File: src/rtl/imem_loader.sv
// imem_loader: fills the instruction memory from a byte stream before the
// pipeline runs. Bytes arrive MSB-first over valid/ready, are packed into
// 32-bit words and written to consecutive word addresses. The load ends on
// HALT_WORD (done) or when the memory is full without one (error).
module imem_loader #(
    parameter int          MEM_DEPTH_WORDS = 64,
    parameter logic [31:0] HALT_WORD       = 32'hFFFF_FFFF,
    parameter int          CW              = $clog2(MEM_DEPTH_WORDS) + 1
) (
    input  logic          clk,
    input  logic          reset,
    input  logic          i_load_start,
    input  logic          i_abort,
    input  logic [7:0]    i_byte,
    input  logic          i_byte_valid,
    output logic          o_byte_ready,
    output logic          o_write_en,
    output logic [31:0]   o_addr_wr,
    output logic [31:0]   o_data,
    output logic          o_busy,
    output logic          o_done,
    output logic          o_error,
    output logic [CW-1:0] o_word_count
);

    typedef enum logic [2:0] {
        IDLE  = 3'd0,
        RECV  = 3'd1,
        WRITE = 3'd2,
        DONE  = 3'd3,
        ERROR = 3'd4
    } state_t;

    state_t        state_q, state_d;
    logic [1:0]    byte_cnt;
    logic [23:0]   asm_q;      // first three bytes of the word in flight
    logic          byte_acc;
    logic          last_byte;
    logic [CW-1:0] wc_inc;
    logic          start_ok;

    // ready/busy are pure decodes of the state register
    assign o_byte_ready = (state_q == RECV);
    assign o_busy       = (state_q == RECV) || (state_q == WRITE);

    assign byte_acc  = o_byte_ready && i_byte_valid;
    assign last_byte = byte_acc && (byte_cnt == 2'd3);
    assign wc_inc    = o_word_count + CW'(1);
    assign start_ok  = i_load_start &&
                       ((state_q == IDLE) || (state_q == DONE) || (state_q == ERROR));

    // State register
    always_ff @(posedge clk) begin
        if (reset) state_q <= IDLE;
        else       state_q <= state_d;
    end

    // Next-state decode; abort overrides everything but reset
    always_comb begin
        state_d = state_q;
        if (i_abort) begin
            state_d = IDLE;
        end else begin
            case (state_q)
                IDLE, DONE, ERROR: if (i_load_start) state_d = RECV;
                RECV:              if (last_byte) state_d = WRITE;
                WRITE: begin
                    if (o_data == HALT_WORD)                  state_d = DONE;
                    else if (wc_inc == CW'(MEM_DEPTH_WORDS))  state_d = ERROR;
                    else                                      state_d = RECV;
                end
                default:           state_d = IDLE;
            endcase
        end
    end

    // Datapath: byte assembly, write port, counters and status flags
    always_ff @(posedge clk) begin
        if (reset) begin
            byte_cnt     <= '0;
            asm_q        <= '0;
            o_write_en   <= 1'b0;
            o_addr_wr    <= '0;
            o_data       <= '0;
            o_done       <= 1'b0;
            o_error      <= 1'b0;
            o_word_count <= '0;
        end else begin
            // strobe is high for exactly the cycle spent in WRITE
            o_write_en <= (state_d == WRITE);
            if (i_abort) begin
                // drop any partial word; written words and count are kept
                byte_cnt <= '0;
                asm_q    <= '0;
                o_done   <= 1'b0;
                o_error  <= 1'b0;
            end else if (start_ok) begin
                byte_cnt     <= '0;
                o_addr_wr    <= '0;
                o_word_count <= '0;
                o_done       <= 1'b0;
                o_error      <= 1'b0;
            end else if (byte_acc) begin
                asm_q    <= {asm_q[15:0], i_byte};
                byte_cnt <= byte_cnt + 2'd1;
                if (last_byte) o_data <= {asm_q, i_byte};
            end else if (state_q == WRITE) begin
                o_addr_wr    <= o_addr_wr + 32'd4;
                o_word_count <= wc_inc;
                if (o_data == HALT_WORD)                 o_done  <= 1'b1;
                else if (wc_inc == CW'(MEM_DEPTH_WORDS)) o_error <= 1'b1;
            end
        end
    end

endmodule

File: config.mk
export PLATFORM = sky130hd
export DESIGN_NAME = imem_loader
export DESIGN_NICKNAME = d
export VERILOG_FILES = /design/src/rtl/imem_loader.sv
export SDC_FILE = /design/constraint.sdc
export NUM_CORES = 1
export LEC_CHECK = 0
export CORE_UTILIZATION = 25
export CTS_CLUSTER_DIAMETER = 50
export DETAILED_ROUTE_END_ITERATION = 10
export MAX_ROUTING_LAYER = met4
export SYNTH_ARGS = -nofsm -noshare
export SYNTH_HDL_FRONTEND = slang
export SYNTH_SLANG_ARGS = --single-unit
File: constraint.sdc
create_clock -name clk -period 1.91 [get_ports clk]
set_input_delay 0.2865 -clock clk [delete_from_list [all_inputs] [get_ports clk]]
set_output_delay 0.2865 -clock clk [all_outputs]
set_load 0.01 [all_outputs]
==> metrics, run 1 <==
final hold viol count 0; Initial Utilization 26.0%; overall power 0.00417 W; vias per cell 4.78; later-pin clock latency in the skew report 0.36 ns; Post-Synthesis Cells 543; Final #Nets 687; floorplan core area 16800 um2; fin area 6200 um2; Final Non-Filler Cells 895; Post-synth EDFFs 0; htree depth 3; final period utilization 95.3%; synthesized area 4370 um2; area of the multi-input gates 2200 um2; drt pass-1 iters 4; Worst R2R Path Depth 6; DRC 0; sequential area share after synthesis 46.3%; quantity of I/O buffers inserted on ports 86; Top FF cell, synth dfxtp_1; maxcap violations 0; CTS Sinks 101; area share of the largest cell type after synthesis 46.3%; Avg Cell Area, Syn 8.04 um2; Required @ worst endpoint 2.21 ns; top post-synthesis cells by area dfxtp_1 46%, nand2_1 12%, a21oi_1 10%; CP endpoint kind flip-flop; row count 47; Routed WL per cell 13.9 um; Yosys top cell by area dfxtp_1; WL met2 5.84 mm; proportion of layout cells with a drive suffix above 1 14.4%; worst-path fanout max 7; Die X-Extent 134 um; P per Cell Area 673 nW/um2; final setup vio count 0; fill count 1811; post-synthesis async set-or-reset flop share 0%; Netlist cell types 50; VDD IR max 0.478 mV; HPWL after DPL 8.92 mm; WP data arrival 2.12 ns; Remaining Overflow, GRT 0; post-route ant nets 0; CTS Buf Count 9; Cell Area, Placed 5830 um2; diode count 0; Ports 89; max layer used met4; die height 134 um; Rel. slew slack 58.5%; vias in the first global route 3881; initial DRC count 228; pin count of the biggest net entering global routing 34; Leak Pwr 2.07 nW; routed wl met3 580 um; Worst Path Class, Setup reg -> reg; Routed WL 12.4 mm; final max-slew violation count 0; Vias 4281; Sequential cell area 2030 um2; Final Critical Period 1.82 ns; Worst Skew 0.00938 ns; register bit total from synthesis 101; met1 wire length 5.85 mm; Worst Hold Depth 2; GPL Wtd Cong 0.809; CTS Root Cell clkbuf_16; placed insts 876; status finished, final reports clean; worst hold path class reg -> reg; clock buffer depth 2; CTS tree built; Worst-Margin Slew 0.616 ns; antenna violations before repair 0; startpoint class of the critical path flip-flop; CTS clk-pin slew, worst paths 0.08 ns; Ys Warns 0; total track usage 14.5%; DIE AREA 18000 um2; first-pass GRT wire length 19.9 mm; area grow syn2layout 41.9%; achievable frequency 549 MHz
-- power by group --
part	leakage (nW)	switching, W	internal, W
Combinational	1.10	0.000102	0.0000743
Clock	0.150	0.000915	0.000962
Sequential	0.815	0.0000107	0.00211
-- layout make-up --
class	count	area share, %
multi-input combinational	403	35.6
clock inverter	6	1.05
inverter	8	0.485
tap	220	4.44
clock buffer	10	3.86
sequential	101	32.7
timing repair buffer	147	21.9
-- state kept, by name, summed over array words and instances (netlist names) --
register and flops:
o_data 32, o_addr_wr 30, asm_q 24, o_word_count 7
state_q 3, byte_cnt 2, o_done 1, o_error 1
o_write_en 1
-- what timing repair did --
action | 4_1_cts | 5_1_grt
resized for setup | 4 | 13
pin swaps | 0 | 2
endpoints found under the setup margin | 2 | 20
hold buffers | 0 | 0
setup buffers | 0 | 3
-- critical path, cell delays in order (launching register included) --
cell	delay, ns
dfxtp_1	0.35
nand2b_4	0.18
a21oi_4	0.22
o211ai_1	0.25
buf_4	0.22
or4_1	0.39
a21oi_1	0.14
-- kinds of logic after synthesis --
| kind of cell | after synthesis | synth area share [%] |
|---|---|---|
| buffers and inverters | 40 | 4.21 |
| and+or+nand+nor | 246 | 27.5 |
| xor gates and xnor gates | 7 | 1.40 |
| muxes | 1 | 0.229 |
| other | 1 | 0.0859 |
| AOI/OAI and AO/OA | 143 | 19.1 |
| DFF | 101 | 46.3 |
| adders and majority gates | 4 | 1.15 |
-- layout by cell type, fill, tap and decap left out, drive strengths merged, types with 7 or more instances in the layout --
cell	instances
nand2	135
dfxtp	101
a21oi	91
clkdlybuf4s50	82
buf	61
nor2	23
o21ai	17
nand3	16
nand4	15
or3	13
inv	12
clkbuf	11
o31ai	9
or4	9
nor4	8
and3	7
-- stage by stage --
step	hold slack (ns)	util [%]	TNS, ns	setup WS, ns
2_1_floorplan	0.422	-	0	0.167
3_3_place_gp	0.442	34.6	-5.67	-0.298
3_5_place_dp	0.446	34.6	-6.24	-0.294
4_1_cts	0.456	36.5	0	0.00964
5_1_grt	0.475	36.8	-0.00605	-0.00605
6_report	0.452	36.8	0	0.0898
-- routing by layer --
layer  track usage [%]  vias up
met1              18.3     2000
met5                 -        -
met2              22.8      102
met3              3.51        9
met4              4.12        0
li1                  -     2170
-- cell usage after synthesis (all sizes together), types with 2 or more instances --
| library cell | count |
|---|---|
| nand2 | 135 |
| o211ai | 3 |
| o21ai | 17 |
| or2 | 2 |
| inv | 8 |
| xnor2 | 4 |
| xor2 | 3 |
| or3 | 13 |
| clkbuf | 20 |
| nand4 | 15 |
| o2111ai | 4 |
| a21oi | 91 |
| and3 | 7 |
| o22ai | 2 |
| a311oi | 2 |
| o31a | 2 |
| nand2b | 4 |
| o21a | 4 |
| a21o | 3 |
| nor2 | 23 |
| and2 | 2 |
| or4b | 2 |
| nand3b | 2 |
| nand3 | 16 |
| or4 | 9 |
| dfxtp | 101 |
| o31ai | 9 |
| a211o | 3 |
| ha | 4 |
| buf | 12 |
| and4 | 3 |
| nor4 | 8 |
-- final timing paths --
| check | startpoint | slack (ns) | endpoint |
|---|---|---|---|
| worst min register to register | asm_q[22] | 0.45 | o_data[30] |
| worst min-delay path | asm_q[22] | 0.45 | o_data[30] |
| worst max register to register | state_q[2] | 0.09 | o_addr_wr[15] |
| worst max-delay path | state_q[2] | 0.09 | o_addr_wr[15] |
No activity file was read; power rests on OpenSTA's default activity.
==> inputs of run 2 (changes only) <==
Settings changed: ABC_CLOCK_PERIOD_IN_PS from default to 1910, CAP_MARGIN from default to 20, CTS_CLUSTER_DIAMETER 50 to 120.
==> results of run 2 <==
The final DEF is identical to that of run 1; final timing and power are the same.
